<file path="src/rtl/sdram_port_arbiter.sv">
// sdram_port_arbiter: shares one sdram_controller user port between two
// requesters (p0 = CPU path, p1 = accelerator/DMA path), one transaction
// at a time, with a per-transaction watchdog that fails hung accesses.
//
// Ports:
//   wb_clk_i, wb_rst_i        clock, synchronous active-high reset
//   pN_req_valid/we/addr/wdata request from port N, held until pN_req_ready
//   pN_req_ready              one-cycle accept pulse
//   pN_rsp_valid/rdata/err    one-cycle completion pulse to the owner only
//   ctrl_user_addr/rw/data_in request fields to the controller, held
//   ctrl_in_valid             one-cycle issue strobe
//   ctrl_data_out/busy/out_valid  controller status and read data
//
// Build option: SDRAM_ARB_RR_EN selects round-robin arbitration.
// Without it port 0 has fixed priority and port 1 can starve.
module sdram_port_arbiter #(
  parameter int ADDR_W    = 23,
  parameter int DATA_W    = 32,
  parameter int TO_CYCLES = 1024
) (
  input  logic              wb_clk_i,
  input  logic              wb_rst_i,
  input  logic              p0_req_valid,
  input  logic              p0_req_we,
  input  logic [ADDR_W-1:0] p0_req_addr,
  input  logic [DATA_W-1:0] p0_req_wdata,
  output logic              p0_req_ready,
  output logic              p0_rsp_valid,
  output logic [DATA_W-1:0] p0_rsp_rdata,
  output logic              p0_rsp_err,
  input  logic              p1_req_valid,
  input  logic              p1_req_we,
  input  logic [ADDR_W-1:0] p1_req_addr,
  input  logic [DATA_W-1:0] p1_req_wdata,
  output logic              p1_req_ready,
  output logic              p1_rsp_valid,
  output logic [DATA_W-1:0] p1_rsp_rdata,
  output logic              p1_rsp_err,
  output logic [ADDR_W-1:0] ctrl_user_addr,
  output logic              ctrl_rw,
  output logic [DATA_W-1:0] ctrl_data_in,
  output logic              ctrl_in_valid,
  input  logic [DATA_W-1:0] ctrl_data_out,
  input  logic              ctrl_busy,
  input  logic              ctrl_out_valid
);

  localparam int WD_W = (TO_CYCLES > 2) ? $clog2(TO_CYCLES) : 1;

  typedef enum logic [1:0] {
    S_IDLE,
    S_ISSUE,
    S_WAIT,
    S_DONE
  } state_t;

  state_t              state_q;
  logic                owner_q;
  logic                rw_q;
  logic                err_q;
  logic [ADDR_W-1:0]   addr_q;
  logic [DATA_W-1:0]   wdata_q;
  logic [DATA_W-1:0]   rdata_q;
  logic [WD_W-1:0]     wd_q;

  logic any_req;
  logic win;
  logic accept;
  logic in_done;
  logic wd_guard;
  logic wd_last;
  logic done_ok;

  assign any_req = p0_req_valid | p1_req_valid;

`ifdef SDRAM_ARB_RR_EN
  logic rr_last_q;

  // On contention the port that did not win last time goes;
  // a lone requester always wins.
  assign win = (p0_req_valid & p1_req_valid) ? ~rr_last_q
                                               : p1_req_valid;

  always_ff @(posedge wb_clk_i) begin
    if (wb_rst_i) begin
      rr_last_q <= 1'b1;
    end else if (accept) begin
      rr_last_q <= win;
    end
  end
`else
  assign win = ~p0_req_valid;
`endif

  assign accept = (state_q == S_IDLE) & any_req & ~wb_rst_i;
  assign p0_req_ready = accept & ~win;
  assign p1_req_ready = accept & win;

  assign ctrl_in_valid = (state_q == S_ISSUE) & ~ctrl_busy & ~wb_rst_i;

  // wd_q is the index of the current WAIT cycle, starting at 0.
  // Index 0 is the guard cycle where the controller raises busy.
  assign wd_guard = (wd_q == '0);
  assign wd_last  = (wd_q == WD_W'(TO_CYCLES - 1));
  assign done_ok  = ~wd_guard & (rw_q ? ~ctrl_busy : ctrl_out_valid);

  assign ctrl_user_addr = addr_q;
  assign ctrl_rw        = rw_q;
  assign ctrl_data_in   = wdata_q;

  assign in_done      = (state_q == S_DONE);
  assign p0_rsp_valid = in_done & ~owner_q;
  assign p1_rsp_valid = in_done & owner_q;
  assign p0_rsp_rdata = p0_rsp_valid ? rdata_q : '0;
  assign p1_rsp_rdata = p1_rsp_valid ? rdata_q : '0;
  assign p0_rsp_err   = p0_rsp_valid & err_q;
  assign p1_rsp_err   = p1_rsp_valid & err_q;

  always_ff @(posedge wb_clk_i) begin
    if (wb_rst_i) begin
      state_q <= S_IDLE;
      owner_q <= 1'b0;
      rw_q    <= 1'b0;
      err_q   <= 1'b0;
      addr_q  <= '0;
      wdata_q <= '0;
      rdata_q <= '0;
      wd_q    <= '0;
    end else begin
      unique case (state_q)
        S_IDLE: begin
          if (accept) begin
            owner_q <= win;
            rw_q    <= win ? p1_req_we : p0_req_we;
            addr_q  <= win ? p1_req_addr : p0_req_addr;
            wdata_q <= win ? p1_req_wdata : p0_req_wdata;
            state_q <= S_ISSUE;
          end
        end
        S_ISSUE: begin
          if (!ctrl_busy) begin
            wd_q    <= '0;
            state_q <= S_WAIT;
          end
        end
        S_WAIT: begin
          if (done_ok) begin
            rdata_q <= rw_q ? '0 : ctrl_data_out;
            err_q   <= 1'b0;
            state_q <= S_DONE;
          end else if (wd_last) begin
            rdata_q <= '0;
            err_q   <= 1'b1;
            state_q <= S_DONE;
          end else begin
            wd_q <= wd_q + WD_W'(1);
          end
        end
        S_DONE: begin
          state_q <= S_IDLE;
        end
        default: begin
          state_q <= S_IDLE;
        end
      endcase
    end
  end

endmodule

</file>
<file path="config.mk">
export PLATFORM = sky130hd
export DESIGN_NAME = sdram_port_arbiter
export DESIGN_NICKNAME = d
export VERILOG_FILES = /design/src/rtl/sdram_port_arbiter.sv
export SDC_FILE = /design/constraint.sdc
export NUM_CORES = 1
export LEC_CHECK = 0
export CAP_MARGIN = 5
export CORE_MARGIN = 1
export CORE_UTILIZATION = 39
export CTS_CLUSTER_SIZE = 24
export DETAILED_ROUTE_END_ITERATION = 8
export GPL_TIMING_DRIVEN = 0
export PLACE_DENSITY = 0.86
export SETUP_SLACK_MARGIN = 0.05
export SLEW_MARGIN = 20
export SYNTH_ARGS = -nofsm -noshare
export SYNTH_HDL_FRONTEND = slang
export SYNTH_SLANG_ARGS = --single-unit
</file>
<file path="constraint.sdc">
create_clock -name wb_clk_i -period 2.25 [get_ports wb_clk_i]
set_input_delay 0.3375 -clock wb_clk_i [delete_from_list [all_inputs] [get_ports wb_clk_i]]
set_output_delay 0.3375 -clock wb_clk_i [all_outputs]
set_load 0.005 [all_outputs]
</file>
Yosys cells after proc, flatten, opt, wreduce, memory -nomap -nowiden:

Index checks and enable logic that the tools add are counted.
Widths: inputs -> output; s select.

* flip-flop bits (word level): 102
* output and inout port bits: 127

* add/subtract/negate cells: 1
* equality and inequality tests: 9
* mux-type cells: 20
* bitwise logic cells: 17
* reduce and logical (&&, ||, !) cells: 8

Operators by type and width (number)
* $mux 32: 6
* $mux 10: 3
* $mux 23: 1
* $pmux 10 s2: 1
* $and 1x1->1: 11
* $add 10x1->10 const B: 1
* $eq 10x10->1 const B: 1
* $logic_not 10->1: 1
* $mux 2: 4
* $ne 2x2->1 const B: 4
* $pmux 2 s4: 1
* $not 1->1: 5
* $eq 2x2->1 const B: 2
* $mux 1: 4
* $reduce_and 2->1: 2
* $reduce_and 4->1: 1
* $reduce_bool 2->1: 2
* $ne 3x3->1 const B: 1
* $reduce_and 3->1: 1
* $eq 2x1->1 const B: 1
* $logic_not 2->1: 1
* $or 1x1->1: 1

Logic depth before layout (Yosys ltp):

Gate-level depths: netlist (run 1).

* depth in word-level cells: 5
* gate-level depth with buffers: 9
* gate-level depth less buffers: 7

Least setup slack after synthesis (run 1):

No wires, ideal clock.

* path kind: register -> register
* from: register state_q[0]
* to: register wd_q[8]
* arrival time: 1730 ps
* path slack: 405 ps
* cell stages (with the launch flop): 8
* path buffers: 1
* cells stage by stage: dfxtp_1 inv_1 ha_1 clkbuf_1 o21ai_0 nor2_1 and4b_1 o21a_1

* word-level cells in the longest chain between the ends: 3
* elaborated cells on any way between the ends: 8
* classes of those cells: 5 x eq/ne; 1 x mux; 2 x reduce/logical

RTL lines
* start, declared: RTL line 57 `state_t state_q;`
* start signal, assigned: RTL line 121 `state_q <= S_IDLE;`
* start signal, assigned: RTL line 137 `state_q <= S_ISSUE;`
* start signal, assigned: RTL line 143 `state_q <= S_WAIT;`
* $eq 2x2->1 / $eq 2x1->1 (equally long branches): RTL line 130 `unique case (state_q)`
* $ne 2x2->1 (no line) / $reduce_bool 2->1 (equally long branches)
* $reduce_and 4->1 (no line)
* end signal, assigned: RTL line 156 `wd_q <= wd_q + WD_W'(1);`
* end, declared: RTL line 64 `logic [WD_W-1:0] wd_q;`

Parallel ways exist; a longest one is shown, timed or not.
A chain may end at the register's enable or synchronous reset.

Worst setup path in the final report (run 1):

* from: register state_q[1]
* to: output port p1_rsp_rdata[30]

* word-level cells in the longest chain between the ends: 3

RTL lines
* $eq 2x2->1: RTL line 111 `assign in_done = (state_q == S_DONE);`
* $and 1x1->1: RTL line 113 `assign p1_rsp_valid = in_done & owner_q;`
* $mux 32: RTL line 115 `assign p1_rsp_rdata = p1_rsp_valid ? rdata_q : '0;`
* end, declared: RTL line 37 `output logic [DATA_W-1:0] p1_rsp_rdata,`

Every way passes these cells.

==> results of run 1 <==
[metal layers]
metal,vias to the layer above,part of all wire
met5,-,0
met4,0,0.028
met3,32,0.083
met2,210,0.50
met1,2470,0.39
li1,2659,-
[worst max-delay path by stage]
stage                          start                to  slack [ps]  cells past startpoint
after detailed placement    wb_rst_i      p0_req_ready       -1020                      6
after floorplan           state_q[0]           wd_q[8]         400                      7
final                     state_q[1]  p1_rsp_rdata[30]         100                      4
after global routing      state_q[1]  p1_rsp_rdata[30]          50                      4
after CTS                 state_q[1]  p1_rsp_rdata[30]          50                      4
after global placement      wb_rst_i      p0_req_ready       -1040                      6
[kinds of logic after synthesis]
group           count (synthesis)  synth area share
compound gates                129             0.174
fa+ha+maj                       7            0.0173
buf+inv                        57            0.0458
flops                         102             0.404
mux                            57             0.113
simple gates                  230             0.245
[sequential cells by signal, summed over array words and instances, names as in the netlist]
signal and flops:
err_q 1, ctrl_rw 1, ctrl_data_in 32, state_q 2, ctrl_user_addr 23, rdata_q 32
wd_q 10, owner_q 1
[placed cells by master (no fill, tap or decap), drive strengths merged, types with 9 or more instances in the layout]
cell type	count
mux2i	56
a211oi	57
clkdlybuf4s50	238
nand2	9
dfxtp	102
nand2b	34
inv	9
dlygate4sd2	34
and3	34
o21ai	38
clkbuf	41
and2	36
buf	23
nand3	36
nor2	65
[what timing repair did]
item                                    CTS  global route
gates cloned                              0             0
gates resized for setup                  84            17
setup buffers                             2             2
endpoints found under the setup margin  110            33
hold buffers                              0             0
pin swaps                                 1             1
[metrics by stage]
stage	total power, mW	hold slack [ps]	area, um^2
after floorplan	3.82	446	5050
after global placement	5.31	458	8020
after detailed placement	5.37	470	8020
after CTS	7.11	480	8410
after global routing	7.52	498	8450
final	7.11	476	8450
[final cells by class]
cell class | count | area (um^2) | share of cell area
antenna | 1 | 2.50 | 0.000296
buffer | 50 | 279 | 0.0330
clock buffer | 10 | 229 | 0.0271
clock inverter | 5 | 67.6 | 0.00800
inverter | 6 | 22.5 | 0.00267
multi-input combinational | 423 | 2830 | 0.335
sequential | 102 | 2050 | 0.243
tap | 172 | 215 | 0.0255
timing repair buffer | 279 | 2750 | 0.325
[tightest hold or removal path, stage by stage (launching register included)]
cell      delay, ps
dfxtp_1         320
nand2b_1         70
o21ai_1          50
[power groups by stage]
stage                     clock network (mW)  registers [mW]  logic, mW
final                                   1.59            2.53       2.99
after detailed placement                   0            2.54       2.83
after global routing                    1.68            2.59       3.26
after floorplan                            0            2.53       1.29
after global placement                     0            2.53       2.79
after CTS                               1.60            2.53       2.98
==> summary.md, run 1 <==
| Metric | Value |
|---|---|
| Die X | `116 um` |
| Critical path's slowest cell | `clkdlybuf4s50_1` |
| Clock insertion delay at the later pin of the skew report | `350 ps` |
| Post-Syn Area | `5050 um^2` |
| Vias in the first global route | `5,181` |
| Fin util | `0.670` |
| FILL cells | `1,038` |
| Die span in y | `116 um` |
| WS Path Type | `reg -> out` |
| Max Cap Viol | `0` |
| Post-Route WL | `17,900 um` |
| Initial Utilization | `0.400` |
| PortBufs | `275` |
| Seq/Total Area, Yosys | `0.404` |
| R2R cell count | `7` |
| Worst Hold Depth | `2` |
| Worst Hold End | `rdata_q[10]` |
| Hold Violations, Final | `0` |
| Vias | `5,371` |
| # rows | `41` |
| # setup viols final | `0` |
| Synthesized instance count | `582` |
| Area growth, synth to finish | `67.4%` |
| Element type at the critical path start | `flip-flop` |
| Asr flop ratio synth | `0` |
| GRT Overall Usage | `0.262` |
| RSZ-0062 raised after global routing | `true` |
| Met3 Resource Use GR | `0.0790` |
| Cells along the critical path | `ha_4, buf_4, and3_1, clkdlybuf4s50_1` |
| FF-to-FF Start | `state_q[0]` |
| Share of layout cells above drive strength 1 | `0.0720` |
| CTS clk-pin slew, worst paths | `80 ps` |
| Sequential power share | `0.356` |
| Initial antenna violation count | `1` |
| Fmax | `0.465 GHz` |
| Clock buffer depth | `2` |
| Top cells by count, synth | `dfxtp_1, nor2_1, a211oi_1` |
| P per Cell Area | `842 nW/um^2` |
| P_int | `4.68 mW` |
| Finished Layout Cells | `1,048` |
| Switch share | `0.342` |
| Hold Crit Start | `rdata_q[10]` |
| Worst slew pin tran | `762 ps` |
| Top post-synthesis cells by area | `dfxtp_1, mux2i_1, a211oi_1` |
| Detailed-route wire length per cell | `17.0 um` |
| R2R Setup Slk | `210 ps` |
| Peak supply drop | `0.000530 V` |
| Clock root cell | `clkbuf_16` |
| Yosys reg bits | `102` |
| Slew Limit Fails | `0` |
| Post-Place Cells | `1,029` |
| Clk sinks | `102` |
| Largest delay contributor family on the critical path | `buffers and inverters` |
| Buf/Inv on CP | `2` |
| Total global routing overflow | `0` |
| GPL Wtd Cong | `0.905` |
| Vias/cell | `5.13` |
| Final ANT Viol Nets | `0` |
| Max H-tree Level | `3` |
| Top-count cell post-synth | `dfxtp_1` |
| Clock power share | `0.223` |
| EDFF count, synth | `0` |
| # IOs | `277` |
| Worst R2R End | `wd_q[8]` |
| Outcome | `completed` |
| Tmin final | `2150 ps` |
| Synth Flop Type | `dfxtp_1` |
| Area share of the largest cell type after synthesis | `0.404` |
| Slowest stage delay, CP | `520 ps` |
| CTS tree | `built` |
| Global-route met2 utilization | `0.468` |
| Inserted Clock Buffers | `9` |
| Part of the cycle the worst path needs | `0.955` |
| First-pass GRT wire length | `26,900 um` |
| Worst Setup Slack, final | `101 ps` |
| Synth warnings | `0` |
| Worst Skew | `11.5 ps` |
| DRC | `0` |
| Syn_area_per_cell | `8.67 um^2` |
| CP arrival | `1810 ps` |
| HPWL after DPL | `13,700 um` |
| CP Data Required Time | `1910 ps` |
| Top fanout value on the critical path | `10` |
| Syn Nets | `739` |
| Netlist cell types | `46` |
| CORE AREA | `12,600 um^2` |
| Crit path capture type | `output port` |
| Iter 0 DRT Violations | `290` |
| Synth area leader | `dfxtp_1` |
| Drt first pass iters | `4` |
| TNS Setup | `0 ps` |
| HP Class | `reg -> reg` |
| Die area | `13,400 um^2` |
| Static Leak | `3.53 nW` |
| Slew HR | `0.492` |
| Final net count | `1,028` |
| Busiest grt layer | `met2` |
| DP Worst Slack | `-1020 ps` |
| NetSw | `2.43 mW` |
| Largest net degree at the start of global routing | `18` |
| Met1 Use GR | `0.288` |
| Logic pwr share | `0.421` |
No activity file was read; power rests on OpenSTA's default activity.
==> run 2, diff against run 1 <==
--- a/config.mk
+++ b/config.mk
@@ -5,8 +5,7 @@
 export SDC_FILE = /design/constraint.sdc
 export NUM_CORES = 1
 export LEC_CHECK = 0
-export CAP_MARGIN = 5
-export CORE_MARGIN = 1
+export CAP_MARGIN = 20
 export CORE_UTILIZATION = 39
 export CTS_CLUSTER_SIZE = 24
 export DETAILED_ROUTE_END_ITERATION = 8
==> results of run 2 <==
Same layout as run 1: the final DEF is identical, and so are final timing and power.
==> run 3, diff against run 2 <==
--- a/config.mk
+++ b/config.mk
@@ -6,11 +6,11 @@
 export NUM_CORES = 1
 export LEC_CHECK = 0
 export CAP_MARGIN = 20
-export CORE_UTILIZATION = 39
+export CORE_UTILIZATION = 25
 export CTS_CLUSTER_SIZE = 24
 export DETAILED_ROUTE_END_ITERATION = 8
 export GPL_TIMING_DRIVEN = 0
-export PLACE_DENSITY = 0.86
+export PLACE_DENSITY = 0.61
 export SETUP_SLACK_MARGIN = 0.05
 export SLEW_MARGIN = 20
 export SYNTH_ARGS = -nofsm -noshare
==> run 3 against run 2 <==
  * Sequential power is essentially flat
  * Total power grew 0.49%
  * Largest cell class unchanged
  * First-iteration DRC count shrank 36%
  * Clock power is essentially flat
  * Design area grew 1.9%
  * Flip-flop and latch count is the same
  * Fmax shrank 0.26%
  * Sequential share of layout area shrank 0.46 points
  * Combinational power grew 2%
  * Core utilization shrank 23 points
==> summary.md, run 3 (synthesized netlist as in run 1, its figures left out) <==
| Metric | Value |
|---|---|
| Die X | `144 um` |
| P_int | `4.70 mW` |
| Tmin final | `2150 ps` |
| Critical Path Source | `state_q[1]` |
| # diodes | `0` |
| Element type at the critical path start | `flip-flop` |
| CORE AREA | `19,700 um^2` |
| Hold Violations, Final | `0` |
| Hold Crit Start | `rdata_q[15]` |
| Commonest non-fill, non-tap cell in the layout | `clkdlybuf4s50_1` |
| Worst Setup Slack, final | `95.6 ps` |
| First-pass GRT wire length | `28,100 um` |
| Vias | `5,295` |
| Max H-tree Level | `3` |
| # setup viols final | `0` |
| GRT Overall Usage | `0.176` |
| RSZ-0062 raised after global routing | `true` |
| Clock insertion delay at the later pin of the skew report | `350 ps` |
| Worst R2R End | `rdata_q[8]` |
| CP arrival | `1820 ps` |
| DRC | `0` |
| Sequential power share | `0.354` |
| Largest net degree at the start of global routing | `20` |
| Post-Place Cells | `1,122` |
| Fmax | `0.464 GHz` |
| P per Cell Area | `830 nW/um^2` |
| WS Path Type | `reg -> out` |
| Logic pwr share | `0.427` |
| Worst Skew | `8.91 ps` |
| Crit path capture type | `output port` |
| CTS tree | `built` |
| Iter 0 DRT Violations | `185` |
| Finished Layout Cells | `1,141` |
| Outcome | `completed` |
| Area growth, synth to finish | `70.6%` |
| # IOs | `277` |
| Inserted Clock Buffers | `9` |
| Initial antenna violation count | `0` |
| DP Worst Slack | `-1110 ps` |
| Static Leak | `3.57 nW` |
| R2R cell count | `6` |
| Vias/cell | `4.64` |
| NetSw | `2.45 mW` |
| Clock root cell | `clkbuf_16` |
| GPL Wtd Cong | `0.808` |
| PortBufs | `275` |
| Top fanout value on the critical path | `10` |
| Share of layout cells above drive strength 1 | `0.0765` |
| CP Data Required Time | `1910 ps` |
| Peak supply drop | `0.000393 V` |
| Detailed-route wire length per cell | `16.0 um` |
| Clock buffer depth | `2` |
| Clk sinks | `102` |
| # rows | `51` |
| Die span in y | `144 um` |
| HPWL after DPL | `14,100 um` |
| FF-to-FF Start | `wd_q[1]` |
| Clock power share | `0.219` |
| Total power | `7.15 mW` |
| Final net count | `1,029` |
| Max Cap Viol | `0` |
| Switch share | `0.343` |
| Drt first pass iters | `4` |
| HP Class | `reg -> reg` |
| Most frequent cells in the layout | `clkdlybuf4s50_1, dfxtp_1, nor2_1, a211oi_1, mux2i_1` |
| Part of the cycle the worst path needs | `0.958` |
| Die area | `20,800 um^2` |
| Slew HR | `0.487` |
| Final ANT Viol Nets | `0` |
| CTS clk-pin slew, worst paths | `70 ps` |
| R2R Setup Slk | `210 ps` |
| Worst slew pin tran | `769 ps` |
| TNS Setup | `0 ps` |
| Initial Utilization | `0.257` |
| Slew Limit Fails | `0` |
| Fin util | `0.438` |
| Vias in the first global route | `5,110` |
| Post-Route WL | `18,200 um` |
| Total global routing overflow | `0` |
| Crit path to | `p1_rsp_rdata[21]` |
==> run 3: cell count changes in the layout (fill, tap and decap cells not counted), sizes merged <==
cell / delta
diode: -1
clkbuf: +3
inv: -2
clkdlybuf4s15: +7
dlymetal6s2s: +3
clkdlybuf4s50: -1
dlygate4sd2: -11
clkinvlp: +2
==> run 3: worst max-delay path, cell delays in order (launching register included) <==
cell and delay, ps:
dfxtp_4 380, ha_4 190, buf_4 180, and3_1 180
clkdlybuf4s50_1 520
==> run 3: timing repair <==
action | CTS | global route
gates resized for setup | 83 | 46
endpoints found under the setup margin | 133 | 61
pin swaps | 0 | 1
hold buffers | 0 | 0
buffers inserted | 2 | 4
==> run 3: worst min-delay path by stage <==
stage,endpoint,cells after the start
final,rdata_q[15],2
after global routing,rdata_q[2],2
after CTS,rdata_q[15],2
after detailed placement,rdata_q[15],2
after global placement,rdata_q[15],2
after floorplan,rdata_q[0],2
==> run 3: per-layer routing <==
| layer | share of wire | global-route usage | vias up | wire (um) |
|---|---|---|---|---|
| li1 | - | - | 2654 | - |
| met1 | 0.42 | 0.208 | 2409 | 7680 |
| met2 | 0.47 | 0.297 | 215 | 8510 |
| met3 | 0.098 | 0.0603 | 17 | 1780 |
| met4 | 0.014 | 0.0538 | 0 | 254 |
| met5 | 0 | 0 | - | 0 |
==> run 3: area by class of cell <==
cell class              instances  area [um^2]
flip-flops and latches        102         2050
clock inverters                 5         58.8
well taps                     265          332
inverters                       6         22.5
multi-input cells             423         2840
repair buffers                281         2770
plain buffers                  49          305
clock buffers                  10          229
fillers                      2031        11000
==> run 3: metrics by stage <==
| stage | instance area, um^2 | hold WS [ps] |
|---|---|---|
| 6_report | 8610 | 474 |
| 3_5_place_dp | 8130 | 467 |
| 2_1_floorplan | 5050 | 446 |
| 4_1_cts | 8520 | 478 |
| 3_3_place_gp | 8130 | 461 |
| 5_1_grt | 8610 | 500 |
==> run 3: power groups by stage <==
| stage | clock [mW] | sequential [mW] | combinational (mW) |
|---|---|---|---|
| after floorplan | 0 | 2.53 | 1.29 |
| after global placement | 0 | 2.53 | 2.91 |
| after detailed placement | 0 | 2.54 | 2.90 |
| after CTS | 1.62 | 2.53 | 3.05 |
| after global routing | 1.71 | 2.59 | 3.35 |
| final | 1.57 | 2.53 | 3.05 |
